File: config.mk
export PLATFORM = sky130hd
export DESIGN_NAME = uart_alu_sequencer_flat
export DESIGN_NICKNAME = d
export VERILOG_FILES = /design/src/rtl/uart_alu_sequencer_pkg.sv /design/src/rtl/uart_alu_sequencer_if.sv /design/src/rtl/uart_alu_sequencer_timeout_counter.sv /design/src/rtl/uart_alu_sequencer.sv /design/src/flat_wrapper.sv
export SDC_FILE = /design/constraint.sdc
export NUM_CORES = 1
export LEC_CHECK = 0
export CORE_ASPECT_RATIO = 1.2
export CORE_MARGIN = 2
export CORE_UTILIZATION = 50
export CTS_CLUSTER_SIZE = 20
export DETAILED_ROUTE_END_ITERATION = 10
export PLACE_DENSITY_LB_ADDON = 0.1
export RECOVER_POWER = 100
export REMOVE_ABC_BUFFERS = 1
export SYNTH_ARGS = -nofsm -noshare
export SYNTH_HDL_FRONTEND = slang
export SYNTH_SLANG_ARGS = --single-unit
File: constraint.sdc
create_clock -name clk -period 4.4 [get_ports clk]
set_input_delay 0.88 -clock clk [delete_from_list [all_inputs] [get_ports clk]]
set_output_delay 0.88 -clock clk [all_outputs]
set_load 0.01 [all_outputs]
File: src/rtl/uart_alu_sequencer_pkg.sv
// Shared types and constants for the UART-to-ALU frame sequencer.
package uart_alu_sequencer_pkg;

  localparam int DBIT_DEF = 8;
  localparam int OPW_DEF  = 6;

  typedef enum logic [2:0] {
    GET_A  = 3'd0,
    GET_B  = 3'd1,
    GET_OP = 3'd2,
    CALC   = 3'd3,
    SEND   = 3'd4
  } state_t;

  localparam logic [OPW_DEF-1:0] OP_ADD = 6'd0;
  localparam logic [OPW_DEF-1:0] OP_SUB = 6'd1;
  localparam logic [OPW_DEF-1:0] OP_AND = 6'd2;
  localparam logic [OPW_DEF-1:0] OP_OR  = 6'd3;
  localparam logic [OPW_DEF-1:0] OP_XOR = 6'd4;

  // States in which the inter-byte timeout is armed.
  function automatic logic is_wait_state(state_t s);
    return (s == GET_B) || (s == GET_OP);
  endfunction

endpackage

File: src/rtl/uart_alu_sequencer_if.sv
// Bundles the rx FIFO, ALU and tx FIFO signals seen by the sequencer.
interface uart_alu_sequencer_if #(
  parameter int DBIT = 8,
  parameter int OPW  = 6
);
  logic            rx_empty;
  logic [DBIT-1:0] r_data;
  logic            rd;
  logic [DBIT-1:0] a;
  logic [DBIT-1:0] b;
  logic [OPW-1:0]  op;
  logic [DBIT-1:0] alu_result;
  logic            tx_full;
  logic            wr;
  logic [DBIT-1:0] w_data;

  modport master (
    input  rx_empty, r_data, alu_result, tx_full,
    output rd, a, b, op, wr, w_data
  );

  modport slave (
    output rx_empty, r_data, alu_result, tx_full,
    input  rd, a, b, op, wr, w_data
  );
endinterface

File: src/rtl/uart_alu_sequencer_timeout_counter.sv
// Inter-byte idle counter; o_tc flags that TIMEOUT-1 idle cycles have elapsed.
module uart_alu_sequencer_timeout_counter #(
  parameter int TIMEOUT = 1000000
) (
  input  logic i_clk,
  input  logic i_rst_n,
  input  logic i_clear,
  input  logic i_enable,
  output logic o_tc
);
  localparam int CW = $clog2(TIMEOUT);

  logic [CW-1:0] r_cnt;

  always_ff @(posedge i_clk or negedge i_rst_n) begin
    if (!i_rst_n) begin
      r_cnt <= '0;
    end else if (i_clear) begin
      r_cnt <= '0;
    end else if (i_enable) begin
      r_cnt <= r_cnt + CW'(1);
    end
  end

  assign o_tc = (r_cnt == CW'(TIMEOUT - 1));

endmodule

File: src/rtl/uart_alu_sequencer.sv
// Pops A, B, opcode from the rx FIFO, latches the ALU result and pushes it to
// the tx FIFO; an inter-byte timeout drops a stalled frame back to GET_A.
module uart_alu_sequencer
  import uart_alu_sequencer_pkg::*;
#(
  parameter int DBIT    = DBIT_DEF,
  parameter int OPW     = OPW_DEF,
  parameter int TIMEOUT = 1000000
) (
  input  logic                  clk,
  input  logic                  reset,
  uart_alu_sequencer_if.master  bus,
  output logic [DBIT-1:0]       leds,
  output logic                  frame_err,
  output logic                  busy
);

  state_t          r_state, w_next;
  logic [DBIT-1:0] r_a, r_b, r_wdata, r_leds;
  logic [OPW-1:0]  r_op;
  logic            w_rd, w_wr, w_timeout, w_tc, w_wait, w_clear;

  assign w_wait  = is_wait_state(r_state);
  assign w_clear = !w_wait || w_rd || w_timeout;

  uart_alu_sequencer_timeout_counter #(.TIMEOUT(TIMEOUT)) u_timeout (
    .i_clk    (clk),
    .i_rst_n  (reset),
    .i_clear  (w_clear),
    .i_enable (w_wait && bus.rx_empty),
    .o_tc     (w_tc)
  );

  // A byte landing in the terminal-count cycle is left in the FIFO as the next A.
  always_comb begin
    w_next    = r_state;
    w_rd      = 1'b0;
    w_wr      = 1'b0;
    w_timeout = 1'b0;
    case (r_state)
      GET_A: begin
        if (!bus.rx_empty) begin
          w_rd   = 1'b1;
          w_next = GET_B;
        end
      end
      GET_B, GET_OP: begin
        if (w_tc) begin
          w_timeout = 1'b1;
          w_next    = GET_A;
        end else if (!bus.rx_empty) begin
          w_rd   = 1'b1;
          w_next = (r_state == GET_B) ? GET_OP : CALC;
        end
      end
      CALC: w_next = SEND;
      SEND: begin
        if (!bus.tx_full) begin
          w_wr   = 1'b1;
          w_next = GET_A;
        end
      end
      default: w_next = GET_A;
    endcase
  end

  always_ff @(posedge clk or negedge reset) begin
    if (!reset) begin
      r_state <= GET_A;
    end else begin
      r_state <= w_next;
    end
  end

  always_ff @(posedge clk or negedge reset) begin
    if (!reset) begin
      r_a     <= '0;
      r_b     <= '0;
      r_op    <= '0;
      r_wdata <= '0;
      r_leds  <= '0;
    end else begin
      if (w_rd) begin
        case (r_state)
          GET_A:   r_a  <= bus.r_data;
          GET_B:   r_b  <= bus.r_data;
          GET_OP:  r_op <= bus.r_data[OPW-1:0];
          default: r_a  <= r_a;
        endcase
      end
      if (r_state == CALC) r_wdata <= bus.alu_result;
      if (w_wr)            r_leds  <= r_wdata;
    end
  end

  // Strobes are masked while reset is held so the FIFOs are never touched.
  assign bus.rd     = w_rd && reset;
  assign bus.wr     = w_wr && reset;
  assign frame_err  = w_timeout && reset;
  assign bus.a      = r_a;
  assign bus.b      = r_b;
  assign bus.op     = r_op;
  assign bus.w_data = r_wdata;
  assign leds       = r_leds;
  assign busy       = (r_state != GET_A);

endmodule

File: src/flat_wrapper.sv
// flat-port wrapper written by rule: the top's interface ports become plain ports
module uart_alu_sequencer_flat import uart_alu_sequencer_pkg::*;
#(
  parameter int DBIT    = DBIT_DEF,
  parameter int OPW     = OPW_DEF,
  parameter int TIMEOUT = 1000000
)
  (clk, reset, leds, frame_err, busy, bus_rx_empty, bus_r_data, bus_alu_result, bus_tx_full, bus_rd, bus_a, bus_b, bus_op, bus_wr, bus_w_data);
  uart_alu_sequencer_if #(.DBIT(DBIT), .OPW(OPW)) bus_i ();
  input  logic clk;
  input  logic reset;
  output logic [DBIT-1:0] leds;
  output logic frame_err;
  output logic busy;
  input wire logic [$bits(bus_i.rx_empty)-1:0] bus_rx_empty;
  input wire logic [$bits(bus_i.r_data)-1:0] bus_r_data;
  input wire logic [$bits(bus_i.alu_result)-1:0] bus_alu_result;
  input wire logic [$bits(bus_i.tx_full)-1:0] bus_tx_full;
  output wire logic [$bits(bus_i.rd)-1:0] bus_rd;
  output wire logic [$bits(bus_i.a)-1:0] bus_a;
  output wire logic [$bits(bus_i.b)-1:0] bus_b;
  output wire logic [$bits(bus_i.op)-1:0] bus_op;
  output wire logic [$bits(bus_i.wr)-1:0] bus_wr;
  output wire logic [$bits(bus_i.w_data)-1:0] bus_w_data;
  assign bus_i.rx_empty = bus_rx_empty;
  assign bus_i.r_data = bus_r_data;
  assign bus_i.alu_result = bus_alu_result;
  assign bus_i.tx_full = bus_tx_full;
  assign bus_rd = bus_i.rd;
  assign bus_a = bus_i.a;
  assign bus_b = bus_i.b;
  assign bus_op = bus_i.op;
  assign bus_wr = bus_i.wr;
  assign bus_w_data = bus_i.w_data;
  uart_alu_sequencer #(.DBIT(DBIT), .OPW(OPW), .TIMEOUT(TIMEOUT)) u_core (.clk(clk), .reset(reset), .bus(bus_i), .leds(leds), .frame_err(frame_err), .busy(busy));
endmodule
==> flow_summary.json, run 1 <==
{
  "netlist_area_um2": 2630,
  "leakagePower_nw": 1.42,
  "violations": "capacitance limit, slew limit",
  "finalHoldViolCount": 0,
  "setup.worst_path.end_class": "output port",
  "postCtsSetupRepairBufs": 0,
  "placed_cell_area_um2": 3310,
  "grt_start_max_net_pins": 31,
  "layout_common_cells": "dfrtp_1, dlygate4sd3_1, mux2_2, nor2_1, clkdlybuf4s50_1",
  "grt_usage": 0.196,
  "cp_max_fo": 8,
  "p_comb_frac": 0.371,
  "dr.pass1.iters": 4,
  "clkTransAtPathRegs_ns": 0.06,
  "p_total_mw": 2.11,
  "die_w_um": 70.1,
  "synthCells": 216,
  "slowest_delay_ns": 0.67,
  "wire_per_inst_um": 14.7,
  "dieArea_um2": 5850,
  "layout.cells.non_filler": 350,
  "hold_slack_ns": 0.484,
  "num-nets-final": 308,
  "h-tree-depth": 3,
  "routed_wl_mm": 5.15,
  "rows": 28,
  "p_switching_mw": 0.635,
  "grt_pass1_wl_mm": 8.95,
  "outcome": "finished with violations",
  "hold_path.class": "register to register",
  "post-place-ws_ns": 1.07,
  "drive_gt1_frac": 0.172,
  "drtIter0Drc": 98,
  "report.final.slew_viol_count": 31,
  "seq_area_frac_synth": 0.582,
  "antenna_found_initial": 0,
  "vias_per_cell": 5.21,
  "die_y_um": 83.4,
  "port_buffers": 61,
  "syn2layout_area_growth_pct": 31.6,
  "p_int_mw": 1.47,
  "clockPowerShare": 0.216,
  "p_seq_frac": 0.413,
  "peakVddDrop_v": 0.000336,
  "cp.arrival_ns": 2.76,
  "p_sw_frac": 0.302,
  "drc_errors": 0,
  "grt_overflow": 0,
  "cts_sinks": 61,
  "cap_violations": 1,
  "fin_crit_ns": 3.64,
  "fin_setup_tns_ns": 0,
  "initial_utilization": 0.524,
  "worstSetupPathType": "register to output port",
  "crit_path_start_kind": "register",
  "gp_congestion": 0.867,
  "max_freq_mhz": 275,
  "num_antenna_cells": 0,
  "drtAntennaViolNets": 0,
  "slew_headroom": -0.0517,
  "finish.utilization": 0.689,
  "ys_ff_latch": 61,
  "cts_tree": "built",
  "first_global_vias": 1883,
  "max_slew.worst_pin.slew_ns": 1.58,
  "avgSynthCellArea_um2": 12.2,
  "cts_made_buffers": 9,
  "crit_required_ns": 3.52,
  "rsz0062_at_grt": "false",
  "register_area_um2": 1530,
  "nFillCells": 400,
  "period_share": 0.828,
  "crit_path_top_delay_cell": "or4_1",
  "path_buf_inv": 1,
  "vias": 1824,
  "synth_cell_types": 31,
  "post-place-cells": 336,
  "setup_violations": 0,
  "fin_ws_ns": 0.758,
  "synth_warnings": 0,
  "postCtsResizedCells": 0,
  "worstPathCellList": "ha_1 -> nand3_1 -> or4_1 -> nor2_1 -> and3_1 -> dlygate4sd3_1",
  "powerDensity_nw_per_um2": 610,
  "core_area_um2": 5010,
  "critical_path.top_delay_family": "simple AND/OR/NAND/NOR gates",
  "postCtsHoldBufs": 0,
  "multi_input_area_um2": 1030,
  "clk_latency_ns": 0.33,
  "clk_root_buffer_cell": "clkbuf_8",
  "finClkSkew_ns": 0.00825,
  "cts_buffer_depth": 2,
  "hpwl_mm": 3.66,
  "layout.cells.most_common": "dfrtp_1",
  "ios": 62,
  "postLayoutCellArea_um2": 3450
}
[path summary, 6_finish.rpt]
| path | endpoint | start | cells past startpoint | slack, ns |
|---|---|---|---|---|
| min | u_core.bus.b[6]$_DFFE_PN0P_ | u_core.bus.b[6]$_DFFE_PN0P_ | 1 | 0.48 |
| max reg2reg | u_core.bus.b[3]$_DFFE_PN0P_ | u_core.u_timeout.r_cnt[0]$_DFFE_PN0P_ | 5 | 1.28 |
| max in group asynchronous | u_core.u_timeout.r_cnt[2]$_DFFE_PN0P_ | reset | 2 | 1.61 |
| max | frame_err | u_core.u_timeout.r_cnt[0]$_DFFE_PN0P_ | 6 | 0.76 |
| min in group asynchronous | u_core.r_state[1]$_DFFE_PN0P_ | reset | 1 | 0.77 |
| min reg2reg | u_core.bus.b[6]$_DFFE_PN0P_ | u_core.bus.b[6]$_DFFE_PN0P_ | 1 | 0.48 |
[power by group through the flow]
stage / sequential, mW / combinational [mW] / clock (mW)
after floorplan: 0.962 / 0.316 / 0
after global placement: 0.879 / 0.862 / 0
after detailed placement: 0.891 / 0.876 / 0
after CTS: 0.880 / 0.877 / 0.466
after global routing: 0.902 / 0.845 / 0.494
final: 0.870 / 0.782 / 0.454
[cells in the mapped netlist]
master	count	area (um^2)
xnor2_1	13	114
buf_2	3	15.0
and3_1	1	6.26
xor2_1	1	8.76
o221ai_1	1	8.76
dfrtp_1	61	1530
o211ai_1	1	7.51
nor2_1	24	90.1
nand3_1	7	35.0
nor3_2	1	10.0
o21ai_0	6	30.0
nor2b_1	1	6.26
nand4_1	5	31.3
a21oi_1	7	35.0
nand2b_1	2	12.5
nand2_1	10	37.5
or2_2	1	6.26
clkbuf_1	2	7.51
mux2_2	36	405
o31ai_1	1	7.51
inv_1	6	22.5
o21ai_4	2	32.5
ha_1	1	12.5
or4_1	2	15.0
or4b_1	1	10.0
and4_1	1	8.76
nor4_1	5	31.3
nor3_1	5	25.0
and2_1	1	6.26
or3_1	6	37.5
mux2_1	2	22.5
[logic make-up after synthesis]
| kind of cell | Yosys count | share of synthesized area |
|---|---|---|
| XOR/XNOR | 14 | 0.0467 |
| buffers and inverters | 11 | 0.0172 |
| flip-flops | 61 | 0.582 |
| AO/OA/AOI/OAI | 18 | 0.0462 |
| AND/OR/NAND/NOR | 73 | 0.141 |
| adder cells (fa/ha/maj) | 1 | 0.00477 |
| multiplexers | 38 | 0.163 |
[registers in the layout, indices dropped and copies added (netlist names)]
name / flops
u_core.bus.a: 8
u_core.bus.b: 8
u_core.bus.op: 6
u_core.bus.w_data: 8
u_core.leds: 8
u_core.r_state: 3
u_core.u_timeout.r_cnt: 20
[layout make-up]
type                    instances  area share
inverters                       6     0.00652
multi-input cells             144       0.297
clock inverters                 1     0.00145
repair buffers                 65       0.179
flip-flops and latches         61       0.442
clock buffers                  13      0.0518
well taps                      60      0.0217
[routing by layer]
layer  track usage  vias to the layer above  share of wire
li1              -                      907              -
met1         0.266                      859           0.47
met2         0.294                       50           0.46
met3        0.0607                        8          0.049
met4        0.0822                        0          0.016
met5             0                        -              0
No activity file was read; power rests on OpenSTA's default activity.
==> run 2: changes to the inputs <==
--- a/config.mk
+++ b/config.mk
@@ -7,7 +7,7 @@
 export LEC_CHECK = 0
 export CORE_ASPECT_RATIO = 1.2
 export CORE_MARGIN = 2
-export CORE_UTILIZATION = 50
+export CORE_UTILIZATION = 49
 export CTS_CLUSTER_SIZE = 20
 export DETAILED_ROUTE_END_ITERATION = 10
 export PLACE_DENSITY_LB_ADDON = 0.1
==> constraint.sdc (replaced) <==
create_clock -name clk -period 3.8 [get_ports clk]
set_input_delay 0.76 -clock clk [delete_from_list [all_inputs] [get_ports clk]]
set_output_delay 0.76 -clock clk [all_outputs]
set_load 0.01 [all_outputs]
==> run 2 against run 1 <==
- the flow still finishes with violations (capacitance limit, slew limit)
- setup slack worse by 0.46 ns
- first-iteration DRC count shrank 41%
- combinational power increased by 15%
- critical path depth shrank 1
- core utilization down 2.8 points
- non-clock buffer count grew 1
- hold slack improved by 0.0028 ns
- clock-buffer cell count decreased by 4
- clock skew up 0.0010 ns
- flip-flop and latch count stayed put
- power up 14%
- critical path type unchanged
- critical endpoint unchanged
- highest routed layer unchanged
==> flow_summary.json, run 2 (synthesis results as in run 1) <==
{
  "period_share": 0.922,
  "syn2layout_area_growth_pct": 31.6,
  "hold_path.class": "register to register",
  "outcome": "finished with violations",
  "finClkSkew_ns": 0.00927,
  "critical_path.top_delay_family": "simple AND/OR/NAND/NOR gates",
  "first_global_vias": 1866,
  "p_int_mw": 1.64,
  "finalHoldViolCount": 0,
  "use_met2": 0.280,
  "p_sw_frac": 0.317,
  "leakagePower_nw": 1.41,
  "layout_common_cells": "dfrtp_1, dlygate4sd3_1, mux2_2, nor2_1, clkdlybuf4s50_1",
  "grtUsageMet3": 0.0408,
  "crit_required_ns": 3.04,
  "antenna_found_initial": 0,
  "worstSetupPathType": "register to output port",
  "fin_crit_ns": 3.50,
  "violations": "capacitance limit, slew limit",
  "layout.cells.non_filler": 355,
  "path_buf_inv": 1,
  "routed_wl_mm": 4.96,
  "drtAntennaViolNets": 0,
  "clk_root_buffer_cell": "clkbuf_8",
  "die_w_um": 70.8,
  "hpwl_mm": 3.62,
  "die_y_um": 84.2,
  "fin_ws_ns": 0.296,
  "gp_congestion": 0.859,
  "cp.arrival_ns": 2.74,
  "rsz0062_at_grt": "false",
  "crit_path_top_delay_cell": "dlygate4sd3_1",
  "ios": 62,
  "cts_tree": "built",
  "dieArea_um2": 5960,
  "initial_utilization": 0.502,
  "top_register": "u_core.u_timeout.r_cnt",
  "worstPathCellList": "or4b_1 -> or4_1 -> nor2_1 -> and3_1 -> dlygate4sd3_1",
  "drtIter0Drc": 58,
  "setup_violations": 0,
  "largest_reg_flops": 20,
  "setup.worst_path.end_class": "output port",
  "hold_slack_ns": 0.486,
  "clk_latency_ns": 0.34,
  "num_antenna_cells": 0,
  "slowest_delay_ns": 0.62,
  "cts_made_buffers": 9,
  "postCtsResizedCells": 0,
  "layout.cells.most_common": "dfrtp_1",
  "peakVddDrop_v": 0.000308,
  "p_comb_frac": 0.376,
  "grt_start_max_net_pins": 33,
  "vias": 1842,
  "groute.layer.met1.usage": 0.245,
  "dr.pass1.iters": 4,
  "crit_path_start_kind": "register",
  "max_freq_mhz": 285,
  "powerDensity_nw_per_um2": 693,
  "drc_errors": 0,
  "vias_per_cell": 5.19,
  "clockPowerShare": 0.205,
  "grt_pass1_wl_mm": 8.63,
  "port_buffers": 61,
  "post-place-ws_ns": 0.624,
  "h-tree-depth": 3,
  "post-place-cells": 339,
  "p_seq_frac": 0.419,
  "postCtsSetupRepairBufs": 0,
  "cts_sinks": 61,
  "busiest_layer": "met2",
  "p_switching_mw": 0.758,
  "cap_violations": 1,
  "grt_usage": 0.183,
  "num-nets-final": 309,
  "core_area_um2": 5230,
  "rows": 29,
  "cts_buffer_depth": 2,
  "cp_max_fo": 6,
  "fin_setup_tns_ns": 0,
  "slew_headroom": -0.0901,
  "postCtsHoldBufs": 0,
  "report.final.slew_viol_count": 33,
  "wire_per_inst_um": 14.0,
  "max_slew.worst_pin.slew_ns": 1.64,
  "drive_gt1_frac": 0.177,
  "clkTransAtPathRegs_ns": 0.07,
  "grt_overflow": 0
}
run 2: cell types whose count changed in the layout (fill, tap and decap cells not counted):
cell,before,now
clkinv_4,0,2
dlygate4sd3_1,43,44
clkdlybuf4s50_1,17,16
mux2_1,2,3
and2_0,1,0
buf_4,0,1
mux2_2,36,35
clkinvlp_4,0,4
clkbuf_8,13,9
and2_1,0,1
run 2: area by class of cell:
| cell class | instances | area, um^2 |
|---|---|---|
| clock buffer | 9 | 124 |
| timing repair buffer | 66 | 627 |
| clock inverter | 7 | 52.6 |
| fill | 440 | 1770 |
| inverter | 6 | 22.5 |
| tap | 62 | 77.6 |
| sequential | 61 | 1530 |
| multi-input combinational | 144 | 1030 |
run 2: per-stage QoR:
stage	instance area [um^2]	utilization	total power, mW
finish	3460	0.661	2.40
global route	3460	0.661	2.55
global placement	3320	0.636	2.02
floorplan	2600	-	1.48
CTS	3500	0.670	2.54
detailed placement	3320	0.636	2.04
run 2: power by group through the flow:
stage / registers (mW) / logic (mW) / clock network [mW]
after floorplan: 1.11 / 0.366 / 0
after global placement: 1.02 / 0.996 / 0
after detailed placement: 1.03 / 1.01 / 0
after CTS: 1.02 / 1.01 / 0.506
after global routing: 1.04 / 0.976 / 0.535
final: 1.00 / 0.900 / 0.492
run 2: final timing paths:
path / start / to / slack [ns] / cells after the start
max in group asynchronous: reset / u_core.u_timeout.r_cnt[7]$_DFFE_PN0P_ / 1.16 / 2
min reg2reg: u_core.bus.b[7]$_DFFE_PN0P_ / u_core.bus.b[7]$_DFFE_PN0P_ / 0.49 / 1
min in group asynchronous: reset / u_core.bus.b[1]$_DFFE_PN0P_ / 0.58 / 1
min: u_core.bus.b[7]$_DFFE_PN0P_ / u_core.bus.b[7]$_DFFE_PN0P_ / 0.49 / 1
max: u_core.u_timeout.r_cnt[8]$_DFFE_PN0P_ / frame_err / 0.30 / 5
max reg2reg: u_core.u_timeout.r_cnt[8]$_DFFE_PN0P_ / u_core.bus.b[0]$_DFFE_PN0P_ / 0.73 / 4
run 2: layer usage:
metal | wire length, um | vias up | share of wire
met5 | 0 | - | 0
li1 | - | 914 | -
met1 | 2330 | 868 | 0.47
met2 | 2320 | 49 | 0.47
met3 | 217 | 11 | 0.044
met4 | 87 | 0 | 0.018
run 2: worst register-to-register path: stages, from the launching register on:
cell and delay [ns]:
dfrtp_1 0.42, or4b_1 0.53, or4_1 0.52, o21ai_0 1.05, mux2_2 0.43
